--- config.mk ---
export PLATFORM = sky130hd
export DESIGN_NAME = alu_op_driver
export DESIGN_NICKNAME = d
export VERILOG_FILES = /design/src/rtl/alu_op_driver.sv
export SDC_FILE = /design/constraint.sdc
export NUM_CORES = 1
export LEC_CHECK = 0
export CAP_MARGIN = 10
export CORE_MARGIN = 5
export CORE_UTILIZATION = 49
export CTS_CLUSTER_DIAMETER = 200
export DETAILED_ROUTE_END_ITERATION = 7
export PLACE_DENSITY = 0.92
export SLEW_MARGIN = 20
export SYNTH_ARGS = -nofsm -noshare
export SYNTH_HDL_FRONTEND = slang
export SYNTH_SLANG_ARGS = --single-unit
--- constraint.sdc ---
create_clock -name clock -period 3.3 [get_ports clock]
set_input_delay 0.33 -clock clock [delete_from_list [all_inputs] [get_ports clock]]
set_output_delay 0.33 -clock clock [all_outputs]
set_load 0.1 [all_outputs]
--- src/rtl/alu_op_driver.sv ---
// alu_op_driver
// Initiator side of the Mini SRC ALU interface. It takes one operation
// request, drives the ALU y/b/control inputs and holds them for a fixed
// number of cycles, captures the 64-bit ALU result into Z, and then returns
// it as register-file writeback beats: one beat to Rd for single-word ops,
// or two beats (LO then HI) for MUL/DIV. At most one operation is in flight.
//
// Handshakes (both channels use strict valid/ready semantics):
//   A transfer happens on a rising clock edge where valid && ready are both 1.
//   req_*: req_ready is 1 only in IDLE. req_valid seen while busy is ignored,
//          not queued. A request may be accepted in the same cycle that
//          req_ready returns to 1.
//   wb_*:  once wb_valid rises, wb_valid/wb_sel/wb_reg/wb_data stay constant
//          until the edge where wb_ready is also 1. Backpressure may last
//          any number of cycles.
//
// ALU_CYCLES and MULDIV_CYCLES must lie in 1..15. The ALU updates its result
// on the falling clock edge, so a capture at least one full cycle after the
// operands change always sees a result computed from those operands.

module alu_op_driver #(
    parameter int unsigned ALU_CYCLES    = 1,
    parameter int unsigned MULDIV_CYCLES = 2,
    parameter int unsigned CNT_W         = 16
) (
    input  logic             clock,
    input  logic             clear,

    // Request channel
    input  logic             req_valid,
    output logic             req_ready,
    input  logic [4:0]       req_op,
    input  logic [31:0]      req_a,
    input  logic [31:0]      req_b,
    input  logic [3:0]       req_rd,

    // ALU side
    output logic [31:0]      alu_y,
    output logic [31:0]      alu_b,
    output logic [4:0]       alu_control,
    input  logic [63:0]      alu_result,

    // Writeback channel
    output logic             wb_valid,
    input  logic             wb_ready,
    output logic [1:0]       wb_sel,
    output logic [3:0]       wb_reg,
    output logic [31:0]      wb_data,

    // Status
    output logic             err,
    output logic [CNT_W-1:0] op_count,

    // Debug: current FSM state (encoding of state_e below)
    output logic [2:0]       dbg_state
);

    // ------------------------------------------------------------------
    // Opcodes understood by the Mini SRC ALU
    // ------------------------------------------------------------------
    localparam logic [4:0] OP_ADD  = 5'b00011;
    localparam logic [4:0] OP_SUB  = 5'b00100;
    localparam logic [4:0] OP_SHR  = 5'b00101;
    localparam logic [4:0] OP_SHRA = 5'b00110;
    localparam logic [4:0] OP_SHL  = 5'b00111;
    localparam logic [4:0] OP_ROR  = 5'b01000;
    localparam logic [4:0] OP_ROL  = 5'b01001;
    localparam logic [4:0] OP_AND  = 5'b01010;
    localparam logic [4:0] OP_OR   = 5'b01011;
    localparam logic [4:0] OP_MUL  = 5'b01111;
    localparam logic [4:0] OP_DIV  = 5'b10000;
    localparam logic [4:0] OP_NEG  = 5'b10001;
    localparam logic [4:0] OP_NOT  = 5'b10010;
    localparam logic [4:0] OP_INC  = 5'b11111;

    // Writeback destination select
    localparam logic [1:0] SEL_RD = 2'b00;
    localparam logic [1:0] SEL_LO = 2'b01;
    localparam logic [1:0] SEL_HI = 2'b10;

    // Wait-counter reload values (4 bits covers the legal 1..15 range)
    localparam logic [3:0] WAIT_ALU    = 4'(ALU_CYCLES);
    localparam logic [3:0] WAIT_MULDIV = 4'(MULDIV_CYCLES);

    typedef enum logic [2:0] {
        ST_IDLE  = 3'd0,
        ST_EXEC  = 3'd1,
        ST_WB_RD = 3'd2,
        ST_WB_LO = 3'd3,
        ST_WB_HI = 3'd4
    } state_e;

    // ------------------------------------------------------------------
    // Opcode classification
    // ------------------------------------------------------------------
    function automatic logic op_is_muldiv(input logic [4:0] op);
        return (op == OP_MUL) || (op == OP_DIV);
    endfunction

    function automatic logic op_is_single(input logic [4:0] op);
        logic hit;
        case (op)
            OP_ADD, OP_SUB, OP_SHR, OP_SHRA, OP_SHL, OP_ROR, OP_ROL,
            OP_AND, OP_OR, OP_NEG, OP_NOT, OP_INC: hit = 1'b1;
            default:                               hit = 1'b0;
        endcase
        return hit;
    endfunction

    // ------------------------------------------------------------------
    // State
    // ------------------------------------------------------------------
    state_e           state_q;
    logic [3:0]       wait_q;        // cycles left until result capture
    logic             muldiv_q;      // in-flight op returns two beats
    logic [3:0]       rd_q;          // latched destination register
    logic [31:0]      alu_y_q;
    logic [31:0]      alu_b_q;
    logic [4:0]       alu_ctrl_q;
    logic [63:0]      z_q;           // captured ALU result
    logic             wb_valid_q;
    logic [1:0]       wb_sel_q;
    logic [3:0]       wb_reg_q;
    logic             err_q;
    logic [CNT_W-1:0] op_count_q;

    // Decoded request, evaluated only when a request is offered in IDLE
    logic             accept_d;
    logic             req_single_d;
    logic             req_muldiv_d;
    logic             req_supported_d;
    logic [3:0]       wait_load_d;
    logic             wb_fire_d;
    logic [CNT_W-1:0] op_count_inc_d;

    // Decode the incoming request and the writeback handshake
    always_comb begin
        accept_d        = req_valid && (state_q == ST_IDLE);
        req_single_d    = op_is_single(req_op);
        req_muldiv_d    = op_is_muldiv(req_op);
        req_supported_d = req_single_d || req_muldiv_d;
        wait_load_d     = req_muldiv_d ? WAIT_MULDIV : WAIT_ALU;
        wb_fire_d       = wb_valid_q && wb_ready;
        op_count_inc_d  = op_count_q + CNT_W'(1);
    end

    // Operation FSM with registered ALU drive, writeback and status outputs
    always_ff @(posedge clock or negedge clear) begin
        if (!clear) begin
            state_q    <= ST_IDLE;
            wait_q     <= 4'd0;
            muldiv_q   <= 1'b0;
            rd_q       <= 4'd0;
            alu_y_q    <= 32'd0;
            alu_b_q    <= 32'd0;
            alu_ctrl_q <= 5'b00000;
            z_q        <= 64'd0;
            wb_valid_q <= 1'b0;
            wb_sel_q   <= SEL_RD;
            wb_reg_q   <= 4'd0;
            err_q      <= 1'b0;
            op_count_q <= '0;
        end else begin
            // err is a single-cycle pulse unless re-armed below
            err_q <= 1'b0;

            case (state_q)
                ST_IDLE: begin
                    if (accept_d) begin
                        if (req_supported_d) begin
                            alu_y_q    <= req_a;
                            alu_b_q    <= req_b;
                            alu_ctrl_q <= req_op;
                            rd_q       <= req_rd;
                            muldiv_q   <= req_muldiv_d;
                            wait_q     <= wait_load_d;
                            state_q    <= ST_EXEC;
                        end else begin
                            // Rejected: ALU drive untouched, no writeback
                            err_q <= 1'b1;
                        end
                    end
                end

                ST_EXEC: begin
                    // A count of 0 can only come from an illegal parameter;
                    // treat it like 1 so the FSM can never stall here.
                    if (wait_q <= 4'd1) begin
                        z_q        <= alu_result;
                        wait_q     <= 4'd0;
                        wb_valid_q <= 1'b1;
                        if (muldiv_q) begin
                            wb_sel_q <= SEL_LO;
                            wb_reg_q <= 4'd0;
                            state_q  <= ST_WB_LO;
                        end else begin
                            wb_sel_q <= SEL_RD;
                            wb_reg_q <= rd_q;
                            state_q  <= ST_WB_RD;
                        end
                    end else begin
                        wait_q <= wait_q - 4'd1;
                    end
                end

                ST_WB_RD: begin
                    if (wb_fire_d) begin
                        wb_valid_q <= 1'b0;
                        wb_sel_q   <= SEL_RD;
                        wb_reg_q   <= 4'd0;
                        op_count_q <= op_count_inc_d;
                        state_q    <= ST_IDLE;
                    end
                end

                ST_WB_LO: begin
                    if (wb_fire_d) begin
                        wb_sel_q <= SEL_HI;
                        state_q  <= ST_WB_HI;
                    end
                end

                ST_WB_HI: begin
                    if (wb_fire_d) begin
                        wb_valid_q <= 1'b0;
                        wb_sel_q   <= SEL_RD;
                        wb_reg_q   <= 4'd0;
                        op_count_q <= op_count_inc_d;
                        state_q    <= ST_IDLE;
                    end
                end

                default: begin
                    wb_valid_q <= 1'b0;
                    state_q    <= ST_IDLE;
                end
            endcase
        end
    end

    // Drive outputs; wb_data is a pure select over registers so it is stable
    // for as long as wb_sel and Z are, and reads 0 whenever no beat is present
    always_comb begin
        req_ready   = (state_q == ST_IDLE);
        alu_y       = alu_y_q;
        alu_b       = alu_b_q;
        alu_control = alu_ctrl_q;
        wb_valid    = wb_valid_q;
        wb_sel      = wb_sel_q;
        wb_reg      = wb_reg_q;
        wb_data     = 32'd0;
        if (wb_valid_q) begin
            wb_data = (wb_sel_q == SEL_HI) ? z_q[63:32] : z_q[31:0];
        end
        err         = err_q;
        op_count    = op_count_q;
        dbg_state   = state_q;
    end

endmodule
==> impl_metrics.csv <==
group,metric,value,unit
floorplan,die_area,0.01804,mm2
logic_synthesis,synth_warnings,0,
logic_synthesis,synth_ff_type,"dfrtp_1",
floorplan,rows,45,
critical_path,required,3610,ps
global_route,grt_first_pass_wirelength,32530,um
timing,max_freq,401.4,MHz
logic_synthesis,synthTopCellsByCount,"dfrtp_1 (169), nand2_1 (90), mux2_4 (60), mux2_2 (48)",
timing,timing.slew.headroom,28.59,%
cells_and_area,area_growth,45.76,%
cts,cts_buffers,17,
cells_and_area,largest_reg_flops,64,
cells_and_area,drive_gt1_share,26.29,%
route,first_pass_iters,4,
timing,finClkSkew,8.161,ps
critical_path,r2r-end,"z_q[26]",
critical_path,rrSetupSlack,900,ps
cts,cts_sinks,169,
critical_path,cp-end-kind,"flip-flop",
timing,setup_tns,0,ps
floorplan,num_io_pins,270,
critical_path,cp_slowest_cell,"clkdlybuf4s50_1",
logic_synthesis,yosys-top-cells-area,"dfrtp_1 (56%), mux2_4 (12%), mux2_2 (7.1%)",
timing,fin_crit_sh,75.49,%
route,drc,0,
logic_synthesis,yosysUniqueCellTypes,44,
cts,cts_tree,"done",
critical_path,crit_chain,"clkdlybuf4s50_1 -> inv_1 -> ha_1 -> or2_1 -> a21oi_1 -> o211ai_2 -> nand3_4 -> buf_4 -> mux2_2",
timing,hold_violations,0,
placement,io_buffers,269,
timing,fin_crit,2491,ps
logic_synthesis,synth_nets,717,
cells_and_area,final_cells,1040,
placement,placed_cells,1008,
critical_path,worst-setup-path-type,"in -> reg",
critical_path,cp.arrival,2810,ps
logic_synthesis,synth-seq-cells,169,
floorplan,fp.dieH,134.3,um
logic_synthesis,yosys.area.top_type,"dfrtp_1",
worst_hold_path,hp-class,"in -> reg",
timing,tightest_slew,1068,ps
worst_hold_path,whs_path_depth,2,
route,antenna_left,0,
cts,insertion_delay,430,ps
cts,clkTransAtPathRegs,70,ps
cells_and_area,n_fill_cell,978,
logic_synthesis,netlist_area,0.007571,mm2
floorplan,die_w,134.3,um
route,vias_per_cell,5.318,
cells_and_area,max_flop_register,"z_q",
cts,h-tree-depth,4,
worst_hold_path,hp-start,"alu_result[42]",
cells_and_area,diodes,0,
critical_path,startpoint_type,"primary input",
logic_synthesis,synth_top_area_share,55.86,%
global_route,grt_overflow,0,
route,drtIter0Drc,250,
route,vias,5531,
critical_path,rr_worst_depth,5,
timing,drv_slew,0,
route,finalWirelength,20650,um
critical_path,path_max_fanout,19,
timing,setup_slack,808.8,ps
status,status,"complete, no violations",
cts,cts_setup_buffers,0,
global_route,antenna_found_initial,0,
global_route,grt.total_usage,22.99,%
worst_hold_path,min_to,"z_q[42]",
placement,hpwlAfterDp,14700,um
cts,cts-root-buf,"clkbuf_16",
logic_synthesis,ys_seq_area_share,55.86,%
placement,place_congestion,0.7797,
critical_path,max_stage_delay,530,ps
critical_path,r2r-start,"dbg_state[0]",
timing,setup_violations,0,
placement,dp_slack,378.0,ps
cells_and_area,num-nets-final,986,
logic_synthesis,synth_edf_count,0,
logic_synthesis,synth_async_sr_flop_share,100.0,%
floorplan,initial_core_util,49.80,%
logic_synthesis,synth.most_common_cell,"dfrtp_1",
timing,grt_setup_unrepaired,"no",
global_route,grt_pass1_vias,6137,
logic_synthesis,syn_area_per_cell,13.26,um2
logic_synthesis,synthCells,571,
floorplan,core-area,0.01520,mm2
global_route,grt_max_degree,80,
cts,cts_buffer_depth,2,
route,wl_per_cell,19.86,um
run,maxCapViolCount,0,
-- critical path: cells and delay by family --
| kind | cells | cell delay [ps] |
|---|---|---|
| compound gates | 2 | 420 |
| fa+ha+maj | 1 | 280 |
| simple gates | 2 | 440 |
| mux | 1 | 380 |
| buf+inv | 3 | 950 |
-- layer usage --
layer  track usage (%)  vias to the layer above  part of all wire (%)
met2             37.74                      248                    48
met5                 0                        -                     0
li1                  -                     2506                     -
met4             8.314                        0                   2.8
met3             8.140                       48                   8.4
met1             28.16                     2729                    40
-- cell usage in the layout, fill, tap and decap left out, types with 2 or more instances in the layout --
| master | count |
|---|---|
| mux2_2 | 48 |
| nand3_1 | 5 |
| buf_12 | 4 |
| nor2_1 | 10 |
| or3_1 | 2 |
| nand3b_1 | 2 |
| xnor2_1 | 14 |
| o21ai_0 | 10 |
| nand2b_1 | 6 |
| nor3_2 | 2 |
| nor2b_1 | 2 |
| nand2_1 | 89 |
| inv_1 | 8 |
| ha_1 | 5 |
| and4_1 | 2 |
| a21boi_1 | 3 |
| clkdlybuf4s50_1 | 231 |
| o22ai_1 | 3 |
| nor2b_2 | 2 |
| xor2_1 | 2 |
| dfrtp_1 | 169 |
| nand4_1 | 5 |
| and3_1 | 5 |
| clkbuf_16 | 17 |
| bufinv_16 | 2 |
| a21boi_2 | 29 |
| buf_4 | 43 |
| o2111ai_1 | 3 |
| mux2_1 | 32 |
| mux2_4 | 60 |
| clkinvlp_4 | 6 |
| inv_6 | 2 |
| a21oi_1 | 7 |
-- cell type report --
cell class	count	area (um2)	area share, %
Multi-Input combinational cell	364	3228	29.25
Tap cell	188	235.2	2.132
Timing Repair Buffer	280	2736	24.80
Sequential cell	169	4229	38.32
Clock buffer	18	429.2	3.889
Inverter	8	30.03	0.2721
Clock inverter	13	147.6	1.338
-- worst max-delay path by stage --
stage,slack (ps),startpoint,end
6_report,810,req_op[0],alu_b[3]
5_1_grt,720,dbg_state[0],z_q[29]
4_1_cts,820,req_op[0],alu_b[3]
3_5_place_dp,380,req_op[0],alu_b[8]
3_3_place_gp,470,req_op[0],alu_b[9]
2_1_floorplan,-110,wb_sel[1],wb_data[10]
-- metrics by stage --
step | hold WS (ps) | area (um2) | utilization [%]
floorplan | 34.41 | 7685 | -
global placement | 411.6 | 10450 | 68.73
detailed placement | 417.6 | 10450 | 68.73
CTS | 482.2 | 11040 | 72.59
global route | 485.0 | 11040 | 72.59
finish | 489.0 | 11040 | 72.59
-- logic make-up (layout without fill, tap and decap cells) --
logic type	count (synthesis)	in the layout	share of synthesized area, %
adder cells (fa/ha/maj)	5	5	0.8263
XOR/XNOR	16	16	1.851
buffers and inverters	38	319	3.239
multiplexers	141	141	23.93
flip-flops	169	169	55.86
AND/OR/NAND/NOR	139	139	8.429
AO/OA/AOI/OAI	63	63	5.867
-- repair_timing --
action / 4_1_cts / 5_1_grt
hold buffers: 1 / 0
endpoints found under the hold margin: 77 / 0
gates resized for setup: 0 / 0
Power is not shown: default switching activity piles up to over one toggle a cycle in this logic, so the estimate is an artifact.
